$ cat src/rtl/tetris_grid_pkg.sv
// -----------------------------------------------------------------------------
// tetris_grid_pkg
// Shared playfield geometry for the pixel<->grid converters. Both the
// pixel-to-grid decoder and grid_to_pixel take their constants from here so
// the two directions always agree on cell pitch and board origin.
// Contents:
//   GRID_COLS, GRID_ROWS, CELL_PX, ORIGIN_X, ROW_REF_Y - board geometry
//   cell_idx_t  - 5-bit column/row index
//   state_e     - grid_to_pixel sweep FSM state
//   cell_offset - CELL_PX * n, shift-add form for the 20 px pitch
// -----------------------------------------------------------------------------
package tetris_grid_pkg;

    localparam int GRID_COLS = 10;
    localparam int GRID_ROWS = 20;
    localparam int CELL_PX   = 20;
    localparam int ORIGIN_X  = 240;
    localparam int ROW_REF_Y = 60;

    typedef logic [4:0] cell_idx_t;

    typedef enum logic [1:0] {
        ST_IDLE  = 2'd0,
        ST_SWEEP = 2'd1,
        ST_DRAIN = 2'd2
    } state_e;

    // Pixel offset of cell n; the 20 px pitch uses 16n + 4n so no multiplier
    // is built for the standard board.
    function automatic logic [9:0] cell_offset(input cell_idx_t n, input int px);
        logic [9:0] n_w;
        n_w = {5'd0, n};
        if (px == 20) begin
            cell_offset = (n_w << 3'd4) + (n_w << 3'd2);
        end else begin
            cell_offset = 10'(n_w * 10'(px));
        end
    endfunction

endpackage

$ cat src/rtl/cell_origin_calc.sv
// -----------------------------------------------------------------------------
// cell_origin_calc
// Combinational (col,row) -> (x,y,err) mapper shared by the single-lookup and
// sweep paths of grid_to_pixel. Out-of-range cells report err=1 with x=y=0.
// Ports:
//   col, row : in  5-bit cell position
//   x, y     : out 10-bit pixel coordinate of the cell origin
//   err      : out cell lies outside the playfield
// -----------------------------------------------------------------------------
module cell_origin_calc #(
    parameter int GRID_COLS = tetris_grid_pkg::GRID_COLS,
    parameter int GRID_ROWS = tetris_grid_pkg::GRID_ROWS,
    parameter int CELL_PX   = tetris_grid_pkg::CELL_PX,
    parameter int ORIGIN_X  = tetris_grid_pkg::ORIGIN_X,
    parameter int ROW_REF_Y = tetris_grid_pkg::ROW_REF_Y
) (
    input  logic [4:0] col,
    input  logic [4:0] row,
    output logic [9:0] x,
    output logic [9:0] y,
    output logic       err
);
    import tetris_grid_pkg::*;

    localparam cell_idx_t COL_LIM = cell_idx_t'(GRID_COLS);
    localparam cell_idx_t ROW_LIM = cell_idx_t'(GRID_ROWS);

    // Range check and origin arithmetic; the sums stay within 10 bits for
    // every in-range cell of the default board.
    always_comb begin
        err = (col >= COL_LIM) || (row >= ROW_LIM);
        if (err) begin
            x = 10'd0;
            y = 10'd0;
        end else begin
            x = 10'(ORIGIN_X)  + cell_offset(col, CELL_PX);
            y = 10'(ROW_REF_Y) + cell_offset(row, CELL_PX);
        end
    end

endmodule

$ cat src/rtl/grid_to_pixel.sv
// -----------------------------------------------------------------------------
// grid_to_pixel
// Converts playfield cells to screen pixel coordinates: single lookups over a
// valid/ready handshake, plus an optional row-major sweep of the whole board.
// Optional feature macro: GRID_TO_PIXEL_SWEEP_EN (sweep mode present when
// defined; otherwise sweep_start is ignored and busy/rsp_last are 0).
// Ports:
//   clk, rst_n            : clock, async active-low reset
//   req_valid/req_ready   : single lookup handshake, req_col/req_row cell
//   sweep_start, busy     : start full-board sweep / sweep in progress
//   rsp_valid/rsp_ready   : response handshake
//   rsp_x, rsp_y          : pixel coordinate, rsp_col/rsp_row echo the cell
//   rsp_err, rsp_last     : out-of-range request / final cell of a sweep
// -----------------------------------------------------------------------------
module grid_to_pixel #(
    parameter int GRID_COLS = tetris_grid_pkg::GRID_COLS,
    parameter int GRID_ROWS = tetris_grid_pkg::GRID_ROWS,
    parameter int CELL_PX   = tetris_grid_pkg::CELL_PX,
    parameter int ORIGIN_X  = tetris_grid_pkg::ORIGIN_X,
    parameter int ROW_REF_Y = tetris_grid_pkg::ROW_REF_Y
) (
    input  logic       clk,
    input  logic       rst_n,
    input  logic       req_valid,
    output logic       req_ready,
    input  logic [4:0] req_col,
    input  logic [4:0] req_row,
    input  logic       sweep_start,
    output logic       busy,
    output logic       rsp_valid,
    input  logic       rsp_ready,
    output logic [9:0] rsp_x,
    output logic [9:0] rsp_y,
    output logic [4:0] rsp_col,
    output logic [4:0] rsp_row,
    output logic       rsp_err,
    output logic       rsp_last
);
    import tetris_grid_pkg::*;

    logic       rsp_valid_q, rsp_valid_d;
    logic [9:0] rsp_x_q, rsp_x_d;
    logic [9:0] rsp_y_q, rsp_y_d;
    cell_idx_t  rsp_col_q, rsp_col_d;
    cell_idx_t  rsp_row_q, rsp_row_d;
    logic       rsp_err_q, rsp_err_d;
    logic       rsp_last_q, rsp_last_d;

    logic       rsp_free_s;
    logic       req_ready_s;
    logic       sweep_load_s;
    logic       load_last_s;
    logic       load_s;
    cell_idx_t  calc_col_s, calc_row_s;
    logic [9:0] calc_x_s, calc_y_s;
    logic       calc_err_s;

    // The response register can take new data when empty or being drained.
    assign rsp_free_s = !rsp_valid_q || rsp_ready;

`ifdef GRID_TO_PIXEL_SWEEP_EN
    localparam cell_idx_t LAST_COL = cell_idx_t'(GRID_COLS - 1);
    localparam cell_idx_t LAST_ROW = cell_idx_t'(GRID_ROWS - 1);

    state_e    state_q, state_d;
    cell_idx_t cnt_col_q, cnt_col_d;
    cell_idx_t cnt_row_q, cnt_row_d;
    logic      sweep_at_last_s;

    assign sweep_at_last_s = (cnt_col_q == LAST_COL) && (cnt_row_q == LAST_ROW);

    // Sweep FSM: a cell is emitted whenever the response register frees up,
    // so the counter always points at the next cell still to be sent.
    always_comb begin
        state_d      = state_q;
        cnt_col_d    = cnt_col_q;
        cnt_row_d    = cnt_row_q;
        sweep_load_s = 1'b0;
        case (state_q)
            ST_IDLE: begin
                if (sweep_start) begin
                    state_d   = ST_SWEEP;
                    cnt_col_d = 5'd0;
                    cnt_row_d = 5'd0;
                end else begin
                    state_d = ST_IDLE;
                end
            end
            ST_SWEEP: begin
                if (rsp_free_s) begin
                    sweep_load_s = 1'b1;
                    if (sweep_at_last_s) begin
                        state_d   = ST_DRAIN;
                        cnt_col_d = 5'd0;
                        cnt_row_d = 5'd0;
                    end else if (cnt_col_q == LAST_COL) begin
                        cnt_col_d = 5'd0;
                        cnt_row_d = cnt_row_q + 5'd1;
                    end else begin
                        cnt_col_d = cnt_col_q + 5'd1;
                    end
                end else begin
                    sweep_load_s = 1'b0;
                end
            end
            ST_DRAIN: begin
                if (rsp_valid_q && rsp_ready) begin
                    state_d = ST_IDLE;
                end else begin
                    state_d = ST_DRAIN;
                end
            end
            default: begin
                state_d   = ST_IDLE;
                cnt_col_d = 5'd0;
                cnt_row_d = 5'd0;
            end
        endcase
    end

    // Sweep state and cell counter.
    always_ff @(posedge clk or negedge rst_n) begin
        if (!rst_n) begin
            state_q   <= ST_IDLE;
            cnt_col_q <= 5'd0;
            cnt_row_q <= 5'd0;
        end else begin
            state_q   <= state_d;
            cnt_col_q <= cnt_col_d;
            cnt_row_q <= cnt_row_d;
        end
    end

    // sweep_start has priority over a simultaneous single request.
    assign req_ready_s = (state_q == ST_IDLE) && rsp_free_s && !sweep_start;
    assign busy        = (state_q != ST_IDLE);
    assign load_last_s = sweep_load_s && sweep_at_last_s;
    assign calc_col_s  = (state_q == ST_SWEEP) ? cnt_col_q : req_col;
    assign calc_row_s  = (state_q == ST_SWEEP) ? cnt_row_q : req_row;
`else
    logic unused_sweep_start_s;

    assign unused_sweep_start_s = sweep_start;
    assign req_ready_s          = rsp_free_s;
    assign busy                 = 1'b0;
    assign sweep_load_s         = 1'b0;
    assign load_last_s          = 1'b0;
    assign calc_col_s           = req_col;
    assign calc_row_s           = req_row;
`endif

    assign load_s = (req_valid && req_ready_s) || sweep_load_s;

    cell_origin_calc #(
        .GRID_COLS (GRID_COLS),
        .GRID_ROWS (GRID_ROWS),
        .CELL_PX   (CELL_PX),
        .ORIGIN_X  (ORIGIN_X),
        .ROW_REF_Y (ROW_REF_Y)
    ) u_calc (
        .col (calc_col_s),
        .row (calc_row_s),
        .x   (calc_x_s),
        .y   (calc_y_s),
        .err (calc_err_s)
    );

    // Response register: cleared on handoff, reloaded when a new cell is taken.
    always_comb begin
        rsp_valid_d = rsp_valid_q;
        rsp_x_d     = rsp_x_q;
        rsp_y_d     = rsp_y_q;
        rsp_col_d   = rsp_col_q;
        rsp_row_d   = rsp_row_q;
        rsp_err_d   = rsp_err_q;
        rsp_last_d  = rsp_last_q;
        if (rsp_valid_q && rsp_ready) begin
            rsp_valid_d = 1'b0;
            rsp_last_d  = 1'b0;
        end else begin
            rsp_valid_d = rsp_valid_q;
        end
        if (load_s) begin
            rsp_valid_d = 1'b1;
            rsp_x_d     = calc_x_s;
            rsp_y_d     = calc_y_s;
            rsp_col_d   = calc_col_s;
            rsp_row_d   = calc_row_s;
            rsp_err_d   = calc_err_s;
            rsp_last_d  = load_last_s;
        end else begin
            rsp_x_d = rsp_x_q;
        end
    end

    // Response output flops.
    always_ff @(posedge clk or negedge rst_n) begin
        if (!rst_n) begin
            rsp_valid_q <= 1'b0;
            rsp_x_q     <= 10'd0;
            rsp_y_q     <= 10'd0;
            rsp_col_q   <= 5'd0;
            rsp_row_q   <= 5'd0;
            rsp_err_q   <= 1'b0;
            rsp_last_q  <= 1'b0;
        end else begin
            rsp_valid_q <= rsp_valid_d;
            rsp_x_q     <= rsp_x_d;
            rsp_y_q     <= rsp_y_d;
            rsp_col_q   <= rsp_col_d;
            rsp_row_q   <= rsp_row_d;
            rsp_err_q   <= rsp_err_d;
            rsp_last_q  <= rsp_last_d;
        end
    end

    assign req_ready = req_ready_s;
    assign rsp_valid = rsp_valid_q;
    assign rsp_x     = rsp_x_q;
    assign rsp_y     = rsp_y_q;
    assign rsp_col   = rsp_col_q;
    assign rsp_row   = rsp_row_q;
    assign rsp_err   = rsp_err_q;
    assign rsp_last  = rsp_last_q;

endmodule

$ cat config.mk
export PLATFORM = sky130hd
export DESIGN_NAME = grid_to_pixel
export DESIGN_NICKNAME = d
export VERILOG_FILES = /design/src/rtl/tetris_grid_pkg.sv /design/src/rtl/cell_origin_calc.sv /design/src/rtl/grid_to_pixel.sv
export SDC_FILE = /design/constraint.sdc
export NUM_CORES = 1
export LEC_CHECK = 0
export CELL_PAD_IN_SITES_DETAIL_PLACEMENT = 1
export CELL_PAD_IN_SITES_GLOBAL_PLACEMENT = 1
export CORE_MARGIN = 3
export CORE_UTILIZATION = 37
export DETAILED_ROUTE_END_ITERATION = 7
export PLACE_DENSITY = 0.95
export SYNTH_ARGS = -nofsm -noshare
export SYNTH_HDL_FRONTEND = slang
export SYNTH_SLANG_ARGS = --single-unit
$ cat constraint.sdc
create_clock -name clk -period 2.2 [get_ports clk]
set_clock_uncertainty 0.15 [all_clocks]
set_input_delay 0.44 -clock clk [delete_from_list [all_inputs] [get_ports clk]]
set_output_delay 0.44 -clock clk [all_outputs]
set_load 0.01 [all_outputs]
# After elaboration in Yosys (flattened, before gate mapping)
# Index checks and enable logic that the tools add are counted.
# W data, S select, Z words.
# word_totals
register_bits	33
inputBits	15
out_inout_bits	35
word_cells	26
# classes
n_addsub	4
order_cmp	2
mux	7
n_reduce_logical	6
# op_table
operator	count
$mux W10	4
$add A9 B7 Y10	2
$add A6 B10 Y10 const A	1
$add A8 B10 Y10 const A	1
$ge A5 B4 Y1 const B	1
$ge A5 B5 Y1 const B	1
$mux W1	3
$logic_and A1 B1 Y1	2
$logic_or A1 B1 Y1	2
$reduce_bool A2 Y1	1
$logic_not A1 Y1	1

# Longest topological paths before layout
# Gate-level depths: netlist of run 1.
# depth
word_depth	5
depth_mapped	8
ltp_nobuf	8

# Cells and area by module
# A second synthesis of run 1 with hierarchy kept.
# unflattened
cells_unflattened	155
area_unflattened_um2	1955.6
# by_module_without_submodules
module	n_inst	cells_per_inst	area_each_um2	seq_area_each_um2
grid_to_pixel	1	72	1373.8	800.8
cell_origin_calc	1	83	581.8	0.0

# Worst setup path before layout of run 1
# No wires, ideal clock.
# synth_timing
path_kind	input port to flip-flop
from	input req_row[0]
to	register rsp_y_q[7], in the netlist rsp_y[7]
setup_time_ps	121
arrival_time_ps	1736
required_time_ps	1929
slack_ps	194
cell_stages	7
n_path_buf	0
cell_sequence	ha_1 > inv_1 > fa_1 > xnor2_1 > a21boi_0 > xnor2_1 > o21ai_1
# synth_via
elab_chain_cells	4
word_cells_on_any_way	6
cone_classes	add/sub: 2; order compare: 1; mux: 2; reduce/logical: 1
# synth_lines
item	line_no	text
from (decl)	grid_to_pixel.sv:27	input logic [4:0] req_row,
$add A9 B7 Y10	tetris_grid_pkg.sv:34	cell_offset = (n_w << 3'd4) + (n_w << 3'd2);
$mux W10	cell_origin_calc.sv:32	if (err) begin
$add A6 B10 Y10	cell_origin_calc.sv:37	y = 10'(ROW_REF_Y) + cell_offset(row, CELL_PX);
$mux W10 *	cell_origin_calc.sv:32	
to (signal assigned)	grid_to_pixel.sv:209	rsp_y_q <= rsp_y_d;
to (decl)	grid_to_pixel.sv:43	logic [9:0] rsp_y_q, rsp_y_d;
# Every way passes the cells marked *; elsewhere a longest branch is shown, timed or not. The select of a mux whose other input is x is not followed.
# A chain may end at the register's enable or synchronous reset.

# Worst setup path in the final report of run 1
# layout_timing
from	input req_row[4]
to	register rsp_y_q[8], in the netlist rsp_y[8]
# Same word-level chain as after synthesis.

==> summary.txt, run 1 <==
Cells and area
  – Diodes inserted: 0
  – Design area: 2306 um2
  – Finished Layout Cells: 267
  – Area growth from synthesis to layout: 51.31%
  – Final core utilization: 0.6027
  – Fillers: 436
  – Fin nets: 246
  – Share of cells above drive strength 1: 0.2922

Power and ir drop
  – Pwr Total: 1.421 mW
  – LEAKAGE: 1.054 nW
  – Worst vdd ir: 254.7 uV
  – P per Cell Area: 616.3 nW/um2

Yosys
  – Ys Warns: 0
  – Count of different cell masters after synthesis: 39
  – Cells after synthesis: 147
  – Synth Register Bits: 28
  – Ys flop type: dfrtp_1
  – Post-synthesis compound-gate area fraction: 0.1281
  – Sequential area share after synthesis: 0.4598
  – Post-synthesis mux area share: 0.03695
  – Adder-cell share of the synthesized area: 0.1002
  – Post-synthesis simple-gate area fraction: 0.1338
  – Synth Area in XOR/XNOR: 0.07389
  – Syn avg cell area: 10.37 um2
  – Post-Syn Area: 1524 um2
  – Asr flop ratio synth: 1.000
  – Post-synth EDFFs: 0
  – Largest family of logic cells by synthesized area: simple AND/OR/NAND/NOR gates

Clocking
  – Max clock buf depth: 2
  – Root Driver: clkbuf_8
  – Depth of the CTS H-tree: 1
  – Num CTS Buffers: 3
  – CTS sink cnt: 28
  – Reg clk slew, reported paths: 0.10 ns
  – CTS tree: done
  – Worst skew pair latency: 0.28 ns

Place
  – Gp weighted congestion: 0.7815
  – Port Buf Inserts: 42
  – Dpl ws: -0.5027 ns
  – Final HPWL DP: 3255 um
  – Cell count after placement: 259
  – Area after DPL: 2157 um2

Global routing
  – First-pass GRT wire length: 7465 um
  – Grt total ovfl: 0
  – GRT Resource Usage Total: 0.1914
  – Initial antenna violation count: 0
  – Vias in the first global route: 1,521
  – Maximum number of pins on one net before global-route repair: 29

Floorplanning
  – Die area: 4925 um2
  – Number of top-level pins: 50
  – Vert. Die Dim: 70.18 um
  – Core area: 3826 um2
  – Initial core utilization: 0.3983
  – Die X: 70.18 um
  – Cell row count: 22

Routing
  – Top sig layer: met4
  – M1 WL: 2000 um
  – TritonRoute pass-1 iters: 4
  – Via count: 1,360
  – Drt wl/cell: 18.31 um
  – Starting DRT DRC Count: 30
  – Post-DR vias/cell: 5.094
  – Met2 wire length: 2550 um
  – WL final: 4889 um
  – Metal3 WL: 228 um
  – DR DRC count: 0
  – Antenna-violating nets left: 0

Timing
  – Worst setup margin: 0.06359 ns
  – Max-slew violations: 0
  – Fmax: 0.4681 GHz
  – Final hold slack: 0.3391 ns
  – Period utilisation layout: 0.9711
  – Post-route minimum period: 2.136 ns
  – Fin. Hold Viols: 0
  – Setup-failing EPs final: 0
  – Setup_tns: 0 ns

Setup path
  – Required time of the critical path: 2.27 ns
  – Worst Reg-to-Reg Cells: 6
  – Worst EP arrival: 2.21 ns
  – R2R setup slack: 0.59 ns
  – Crit path capture type: register
  – Startpoint types: input pin
  – CP Class: in2reg
  – Worst Path Max Fanout: 3

Status
  – Status: completed

Worst hold path
  – Type of the worst min-delay path: reg2reg
  – Cell count of the worst hold path: 2

Run
  – Maximum capacitance violations: 0
-- worst paths after layout --
check                                      start                endpoint
setup / recovery                      req_row[4]    rsp_y[8]$_DFFE_PN0P_
hold / removal              rsp_y[4]$_DFFE_PN0P_    rsp_y[4]$_DFFE_PN0P_
setup reg to reg           rsp_valid$_DFFE_PN0P_    rsp_y[9]$_DFFE_PN0P_
hold reg to reg             rsp_y[4]$_DFFE_PN0P_    rsp_y[4]$_DFFE_PN0P_
max in group asynchronous                  rst_n  rsp_col[3]$_DFFE_PN0P_
min in group asynchronous                  rst_n    rsp_y[2]$_DFFE_PN0P_
-- Yosys cell counts, drive strengths merged, types with 3 or more instances --
master,count,area share
o21ai,19,0.065
xnor2,6,0.039
nand3,3,0.013
ha,9,0.074
o31ai,3,0.015
buf,8,0.040
inv,8,0.020
a21oi,3,0.0098
xor2,6,0.034
nor2,6,0.015
dfrtp,28,0.46
nand2,19,0.052
mux2,5,0.037
-- sequential cells by signal, summed over array words and instances (netlist names) --
name and cells:
rsp_x 8, rsp_valid 1, rsp_col 5, rsp_err 1, rsp_row 5, rsp_y 8
-- cell usage in the layout (no fill, tap or decap), drive strengths merged, types with 2 or more instances in the layout --
cell	count
ha	9
dlymetal6s2s	2
dlygate4sd2	5
conb	6
clkbuf	4
nand3	3
fa	2
and2	2
clkdlybuf4s50	35
nand2	19
xnor2	6
inv	8
nor2b	2
o31ai	3
a21oi	3
o21ai	19
nand2b	2
xor2	6
nand3b	2
mux2	5
buf	31
a22o	2
nor2	6
dfrtp	28
-- cells by family after synthesis --
group	count (synthesis)
buffers and inverters	18
and+or+nand+nor	40
AOI/OAI and AO/OA	32
muxes	5
adders and majority gates	11
xor gates and xnor gates	12
DFF	28
other	1
-- final cells by class --
type,instances,area [um2],share of cell area
inverter,8,30.03,0.01302
tap,48,60.06,0.02604
multi-input combinational,106,808.3,0.3505
timing repair buffer,73,651.9,0.2827
clock buffer,4,55.05,0.02387
sequential,28,700.7,0.3039
-- layer usage --
metal | global-route usage | up-vias
met5 | 0 | -
met4 | 0.06170 | 0
met3 | 0.02878 | 14
met2 | 0.3505 | 51
met1 | 0.2270 | 673
li1 | - | 622
-- worst max-delay path: stages --
cell and delay [ns]:
clkdlybuf4s50_1 0.43, ha_1 0.33, nor2b_2 0.18, o21ai_1 0.19, xor2_2 0.22, buf_4 0.15
nand4_1 0.14, nand3_2 0.13
-- report_power, final --
group / internal, mW / leakage (nW) / switching, mW
Combinational: 0.258 / 0.667 / 0.232
Clock: 0.161 / 0.0288 / 0.171
Sequential: 0.569 / 0.358 / 0.0317
-- what timing repair did --
item	CTS	global route
setup buffers	3	1
gates resized for setup	18	12
hold endpoints to repair	0	0
hold buffers	0	0
pin swaps	7	5
setup endpoints to repair	7	6
No activity file was read; power rests on OpenSTA's default activity.
==> inputs of run 2 (changes only) <==
--- a/config.mk
+++ b/config.mk
@@ -7,7 +7,6 @@
 export LEC_CHECK = 0
 export CELL_PAD_IN_SITES_DETAIL_PLACEMENT = 1
 export CELL_PAD_IN_SITES_GLOBAL_PLACEMENT = 1
-export CORE_MARGIN = 3
 export CORE_UTILIZATION = 37
 export DETAILED_ROUTE_END_ITERATION = 7
 export PLACE_DENSITY = 0.95
==> run 2 against run 1 <==
- via count decreased by 4.2%
- final cell count decreased by 1.5%
- worst hold slack improved by 0.0070 ns
- core utilization decreased by 1.5 points
- clock-buffer cell count decreased by 1
- clock power decreased by 13%
- power decreased by 6.0%
- register-to-register slack got worse by 0.02 ns
- maximum frequency decreased by 0.56%
- wire length decreased by 19%
- sequential power about the same
- non-clock buffer count decreased by 3
- largest cell class unchanged
==> summary.txt, run 2 (synthesis gave the netlist of run 1 again) <==
Power and ir drop
  – Worst vdd ir: 242.2 uV
  – Pint: 0.9362 mW
  – Clk pwr share: 0.215
  – Flop pwr share: 0.449
  – P per Cell Area: 598.4 nW/um2
  – Switching Share: 0.2990
  – Switching power: 0.3994 mW
  – LEAKAGE: 1.010 nW
  – Comb pwr share: 0.336

Setup path
  – Required time of the critical path: 2.22 ns
  – CP startpoint: req_col[1]
  – Crit path depth: 7
  – Startpoint types: input pin
  – Launch point of the worst reg-to-reg path: rsp_valid$_DFFE_PN0P_
  – CP Class: in2reg
  – Worst EP arrival: 2.17 ns
  – Slowest stage cell on the critical path: clkdlybuf4s50_1
  – Crit path capture type: register
  – Crit-path max cell delay: 0.52 ns
  – Worst Path Buf+Inv: 2
  – CP delay by family, top: buffers and inverters
  – Worst Reg-to-Reg Cells: 6
  – Crit-path cells: clkdlybuf4s50_1 > inv_1 > fa_2 > xor2_2 > nand3_1 > xnor2_1 > a22o_1
  – Worst Path Max Fanout: 3

Routing
  – WL final: 3950 um
  – Antenna-violating nets left: 0
  – Via count: 1,303
  – TritonRoute pass-1 iters: 4
  – Drt wl/cell: 15.02 um
  – Post-DR vias/cell: 4.954
  – Starting DRT DRC Count: 79
  – DR DRC count: 0

Cells and area
  – Area growth from synthesis to layout: 46.47%
  – Commonest cells after routing, fill and taps aside: 38 x clkdlybuf4s50_1, 28 x buf_4, 28 x dfrtp_1, 18 x nand2_1, 14 x o21ai_0
  – Diodes inserted: 0
  – Share of cells above drive strength 1: 0.2372
  – Fin nets: 243
  – Design area: 2232 um2
  – Most common cell after layout, fill and taps aside: clkdlybuf4s50_1

Clocking
  – Worst skew pair latency: 0.28 ns
  – Num CTS Buffers: 3
  – Depth of the CTS H-tree: 1
  – CTS sink cnt: 28
  – Max clock buf depth: 2
  – Hold-fix buffers, CTS: 0
  – Root Driver: clkbuf_8
  – CTS tree: done
  – Reg clk slew, reported paths: 0.09 ns

Floorplanning
  – Vert. Die Dim: 66.18 um
  – Number of top-level pins: 50
  – Die X: 66.18 um
  – Die area: 4379 um2
  – Initial core utilization: 0.4012
  – Cell row count: 22
  – Core area: 3799 um2

Global routing
  – Grt total ovfl: 0
  – GRT Resource Usage Total: 0.1971
  – Met2 global-route usage: 0.3418
  – Met3 Track Usage GR: 0.02241
  – Maximum number of pins on one net before global-route repair: 29
  – Initial antenna violation count: 0
  – Vias in the first global route: 1,375
  – First-pass GRT wire length: 6499 um
  – Layer carrying the most global-route usage: met2
  – Met1 Resource Use GR: 0.2585

Worst hold path
  – Hold wc startpoint: rsp_x[4]$_DFFE_PN0P_
  – Type of the worst min-delay path: reg2reg
  – Cell count of the worst hold path: 2

Timing
  – Fin. Hold Viols: 0
  – Setup-failing EPs final: 0
  – Worst setup margin: 0.05165 ns
  – Period utilisation layout: 0.9765
  – Setup_tns: 0 ns
  – Post-route minimum period: 2.148 ns
  – Fmax: 0.4655 GHz
  – Max-slew violations: 0
  – RSZ-0062 raised after global routing: true

Place
  – Final HPWL DP: 3096 um
  – Dpl ws: -0.4778 ns
  – Port Buf Inserts: 42
  – Area after DPL: 2165 um2
  – Gp weighted congestion: 0.7994

Run
  – Maximum capacitance violations: 0

Status
  – Status: completed
[run 2: changes by cell type in the layout (fill, tap and decap cells not counted), sizes merged]
cell,before,now
buf,31,28
clkdlybuf4s50,35,38
dlymetal6s2s,2,0
clkbuf,4,3
dlygate4sd2,5,4
[run 2: routing by layer]
metal | up-vias | wire, um
met2 | 43 | 1947
met1 | 636 | 1779
li1 | 618 | -
met3 | 6 | 176
met4 | 0 | 48
met5 | - | 0
[run 2: metrics by stage]
stage               utilization  power [mW]  instances  hold WS [ns]
global placement         0.5698       1.027        260        0.3139
global route             0.5876       1.411        263        0.3747
CTS                      0.5856       1.335        263        0.3508
floorplan                     -      0.8087        152     -0.005591
finish                   0.5876       1.336        263        0.3461
detailed placement       0.5698       1.052        260        0.3250
[run 2: worst register-to-register path: stages (launching register included)]
cell and delay [ns]:
dfrtp_1 0.40, nand2b_2 0.08, buf_4 0.13, nand2_4 0.10, or2_0 0.33, buf_4 0.18, o21ai_0 0.18
[run 2: final cells by class]
| class | instances | area (um2) |
|---|---|---|
| repair buffers | 70 | 625.6 |
| flip-flops and latches | 28 | 700.7 |
| clock buffers | 3 | 41.29 |
| multi-input cells | 106 | 774.5 |
| fillers | 434 | 1567 |
| well taps | 48 | 60.06 |
| inverters | 8 | 30.03 |
[run 2: path summary, 6_finish.rpt]
| kind | endpoint | slack, ns |
|---|---|---|
| hold reg to reg | rsp_x[4]$_DFFE_PN0P_ | 0.35 |
| setup / recovery | rsp_x[7]$_DFFE_PN0P_ | 0.05 |
| hold / removal | rsp_x[4]$_DFFE_PN0P_ | 0.35 |
| max in group asynchronous | rsp_row[2]$_DFFE_PN0P_ | 1.24 |
| setup reg to reg | rsp_y[2]$_DFFE_PN0P_ | 0.57 |
| min in group asynchronous | rsp_row[3]$_DFFE_PN0P_ | 0.38 |
[run 2: what timing repair did]
item,4_1_cts,5_1_grt
gates resized for setup,13,3
pin swaps,4,2
endpoints found under the setup margin,7,5
setup buffers,0,0
endpoints found under the hold margin,0,0
[run 2: power by group through the flow]
stage	combinational, mW	sequential, mW	clock, mW
after floorplan	0.176	0.632	0
after global placement	0.421	0.607	0
after detailed placement	0.441	0.610	0
after CTS	0.447	0.601	0.286
after global routing	0.489	0.608	0.313
final	0.449	0.600	0.287
==> RTL edit 1 (settings of run 1) <==
Put one more register stage on the output `rsp_err`, without a reset. The value now appears one clock later. The other outputs are not delayed to match.
--- a/src/rtl/grid_to_pixel.sv
+++ b/src/rtl/grid_to_pixel.sv
@@ -220,7 +220,9 @@
     assign rsp_y     = rsp_y_q;
     assign rsp_col   = rsp_col_q;
     assign rsp_row   = rsp_row_q;
-    assign rsp_err   = rsp_err_q;
+    always_ff @(posedge clk) begin
+        rsp_err <= rsp_err_q;
+    end
     assign rsp_last  = rsp_last_q;
 
 endmodule
Formal check against the unedited RTL: not equivalent (a bounded check fails within 4 cycles, from zero or initial values and one cycle with rst_n low).
==> RTL edit 1 against run 1 <==
  * Sequential cell count is 1 higher
  * Routed wire length is 8.3% lower
  * Utilization is 1.3 points higher
  * Sequential share of layout area is 0.22 points higher
  * Final area is 2.1% higher
  * Power is 6.8% higher
  * Largest power group unchanged
  * Setup slack worse by 3.6 ps
  * Fmax is 0.17% lower
  * Count of clock-buffer cells in the layout is 2 higher
  * Via count is 1.1% lower
  * Highest routed layer unchanged
  * Area after synthesis is 1.3% higher
  * Critical path depth is 1 lower
  * Combinational power is 3% lower
==> RTL edit 1: results (changes against run 1) <==
Final #Nets - 251 (+2.0%)
First-pass GRT wire length - 7.49 mm (+0.28%)
Met3 Routed Length - 196 µm (-14%)
Vias in the first global route - 1510 (-0.72%)
Post-DR wirelength/cell - 16.4 µm (-11%)
Post-Layout Cell Count - 274 (+2.6%)
WP data arrival - 2190 ps (-20 ps)
Vias/cell - 4.91 (-3.6%)
Routing usage on met2 - 33.0% (-2.1 points)
Met1 usage - 23.9% (+1.2 points)
DP Cell Count - 262 (+1.2%)
M1 WL - 1.94 mm (-2.9%)
Result of the run - complete, no violations
Top cells by area, synth - dfrtp_1 (45%), ha_1 (7.3%), o21ai_0 (5.2%)
Hold Crit Start - rsp_err_q$_DFFE_PN0P_
Maximum fanout along the worst path - 2 (-1)
Mapped Cells - 148 (+0.68%)
1st-iter DRT viols - 71 (+140%)
Total track usage - 18.9% (-0.25 points)
Combinational power share - 31.4% (-3.0 points)
Post-DP HPWL - 3.28 mm (+0.71%)
Met3 Use GR - 4.97% (+2.1 points)
Ratio of total power to cell area - 645 nW/µm² (+4.6%)
Synth async-reset ratio - 96.6% (-3.4 points)
Met2 wire length - 2.31 mm (-9.4%)
Gpl congestion - 0.803 (+2.8%)
Max VDD drop - 0.000338 V (+33%)
Post-placement cell area - 2190 µm² (+1.6%)
Netlist cell types - 40 (+2.6%)
Standby leakage power - 1.08 nW (+2.4%)
Worst setup path startpoint - req_col[1]
-- RTL edit 1: kinds of logic (layout without fill, tap and decap cells) --
logic type | Yosys count | after routing | synth area share [%]
XOR/XNOR | 12 | 12 | 7.29
other | 1 | 6 | 0.243
AO/OA/AOI/OAI | 32 | 32 | 12.6
flip-flops | 29 | 29 | 46.7
AND/OR/NAND/NOR | 40 | 40 | 13.2
multiplexers | 5 | 5 | 3.65
buffers and inverters | 18 | 91 | 6.40
adder cells (fa/ha/maj) | 11 | 11 | 9.89
-- RTL edit 1: timing repair --
item                       CTS  global route
setup buffers                4             0
resized for setup           16            14
pin swaps                    8             7
setup endpoints to repair    7             6
-- RTL edit 1: final timing paths --
kind	end	slack [ps]	cells after the start
min in group asynchronous	rsp_row[3]$_DFFE_PN0P_	400	2
worst max-delay path	rsp_x[8]$_DFFE_PN0P_	60	7
worst min register to register	rsp_err$_DFF_P_	220	0
max in group asynchronous	rsp_x[8]$_DFFE_PN0P_	1230	2
worst min-delay path	rsp_err$_DFF_P_	220	0
worst max register to register	rsp_x[3]$_DFFE_PN0P_	590	6
-- RTL edit 1: critical path, stage by stage --
cell             delay, ps
clkdlybuf4s50_1        520
inv_2                   70
fa_2                   560
ha_2                   190
o211ai_1               110
xor2_1                 180
o21ai_1                130
-- RTL edit 1: cell type report --
cell class              instances  area [µm²]
clock buffers                   6        72.6
clock inverters                 2        10.0
fillers                       431        1470
inverters                       8        30.0
multi-input cells             106         796
flip-flops and latches         29         721
well taps                      48        60.1
repair buffers                 75         666
==> RTL edit 2 (flow settings as in run 1) <==
Without the edit above. Build with the macro `GRID_TO_PIXEL_SWEEP_EN` defined.
--- a/src/rtl/grid_to_pixel.sv
+++ b/src/rtl/grid_to_pixel.sv
@@ -12,6 +12,8 @@
 //   rsp_x, rsp_y          : pixel coordinate, rsp_col/rsp_row echo the cell
 //   rsp_err, rsp_last     : out-of-range request / final cell of a sweep
 // -----------------------------------------------------------------------------
+`define GRID_TO_PIXEL_SWEEP_EN
+
 module grid_to_pixel #(
     parameter int GRID_COLS = tetris_grid_pkg::GRID_COLS,
     parameter int GRID_ROWS = tetris_grid_pkg::GRID_ROWS,
Formal check against the unedited RTL: not equivalent (Yosys sat finds a counterexample within 4 cycles, from zero or initial values and one cycle with rst_n low).
==> RTL edit 2 against run 1 <==
  * The run now ends with negative setup slack left
  * Final area up 75%
  * Routed wire length increased by 130%
  * Area after synthesis rose by 73%
  * Power rose to 3.6 times the old value
  * Count of clock-buffer cells in the layout grew 1
  * Synthesized cell count grew 81%
  * Setup slack got worse by 600 ps
  * Critical path type unchanged
  * Sequential power rose by 100%
  * Sequential cell count increased by 13
==> RTL edit 2: results (changes against run 1) <==
Met3 Use GR - 3.75% (+0.87 points)
Final setup vio count - 14 (+14)
Mux cell area share after synthesis - 8.28% (+4.6 points)
Total track usage - 24.1% (+5.0 points)
Met2 wire length - 5.65 mm (+120%)
WP data arrival - 2770 ps (+560 ps)
Failing checks - negative setup slack
Share of cells above drive strength 1 - 34.7% (+5.5 points)
Standby leakage power - 1.79 nW (+69%)
Top cells by area, synth - dfrtp_1 (39%), o21ai_0 (5.3%), ha_1 (4.7%)
Worst-path clk slew - 80 ps (-20 ps)
CTS buffer count - 5 (+2)
Pre-CTS setup slack - -581 ps (-77.9 ps)
Met3 Routed Length - 647 µm (+180%)
Fillers - 757 (+74%)
Post-synthesis compound-gate area fraction - 17.9% (+5.1 points)
Synth Area in XOR/XNOR - 4.73% (-2.7 points)
Final worst slack - -532 ps (-596 ps)
WL final - 11.1 mm (+130%)
Result of the run - finished, violations left
Post-synthesis adder-cell area fraction - 4.73% (-5.3 points)
ANT cells - 0 (unchanged)
Post-DR wirelength/cell - 23.3 µm (+27%)
1st-iter DRT viols - 144 (+380%)
H-tree depth - 2 (+1)
Sequential area share after synthesis - 38.8% (-7.2 points)
TNS Setup - -3390 ps (-3390 ps)
Ys Warns - 0 (unchanged)
Synth async-reset ratio - 100% (unchanged)
Post-DP HPWL - 6.59 mm (+100%)
Latest clock arrival within the worst-skew pair - 300 ps (+20 ps)
I/O Buffers - 45 (+7.1%)
Vias in the first global route - 2814 (+85%)
Seq group - 1.20 mW (+100%)
Max VDD drop - 0.000400 V (+57%)
First-pass GRT wire length - 15.6 mm (+110%)
Combinational power - 3.28 mW (+570%)
DP Cell Count - 455 (+76%)
Avg Cell Area, Syn - 9.94 µm² (-4.1%)
Vias/cell - 5.69 (+12%)
M1 WL - 4.25 mm (+110%)
Met1 usage - 27.8% (+5.1 points)
Synth top cells by count - dfrtp_1 (41), nand2_1 (32), o21ai_0 (28)
NetSw - 2.11 mW (+390%)
Routing usage on met2 - 44.8% (+9.8 points)
Gpl congestion - 0.840 (+7.5%)
Netlist cell types - 63 (+62%)
Final #Nets - 405 (+65%)
Largest net degree at the start of global routing - 42 (+45%)
RTL edit 2: logic make-up after synthesis:
family          count (synthesis)
compound gates                 68
xor+xnor                       11
fa+ha+maj                      10
buf+inv                        29
flops                          41
mux                            18
other cells                     1
simple gates                   88
RTL edit 2: critical path, stage by stage:
cell and delay [ps]:
clkdlybuf4s50_1 440, xnor2_1 330, mux2i_4 150, ha_4 210, a311oi_4 340, xnor2_4 190
and2b_1 200, xor3_1 250, a22o_1 210
RTL edit 2: final timing paths:
check                                  startpoint                     end  depth (start not counted)
max reg2reg                state_q[1]$_DFFE_PN0P_    rsp_y[7]$_DFFE_PN0P_                          9
min reg2reg                  rsp_x[3]$_DFFE_PN0P_    rsp_x[3]$_DFFE_PN0P_                          2
max                                    req_row[3]    rsp_y[7]$_DFFE_PN0P_                          9
max in group asynchronous                   rst_n  state_q[0]$_DFFE_PN0P_                          3
min                          rsp_x[3]$_DFFE_PN0P_    rsp_x[3]$_DFFE_PN0P_                          2
min in group asynchronous                   rst_n    rsp_x[4]$_DFFE_PN0P_                          3
RTL edit 2: what timing repair did:
action / in CTS / in global routing
pin swaps: 5 / 9
hold buffers: 1 / 0
gates resized for setup: 28 / 23
setup buffers: 9 / 4
endpoints found under the hold margin: 41 / 0
setup endpoints to repair: 11 / 19
RTL edit 2: area by class of cell:
type | count | share of cell area (%)
multi-input combinational | 199 | 41.9
clock inverter | 2 | 0.868
timing repair buffer | 121 | 25.9
sequential | 41 | 25.5
tap | 96 | 2.97
clock buffer | 5 | 1.70
inverter | 12 | 1.18
RTL edit 2: through the flow:
stage	hold slack (ps)	cell area, µm²	utilization (%)
after detailed placement	283	3610	52.5
after global placement	274	3610	52.5
after floorplan	-5.59	2680	-
after CTS	348	3900	56.8
after global routing	381	4040	58.8
final	342	4040	58.8
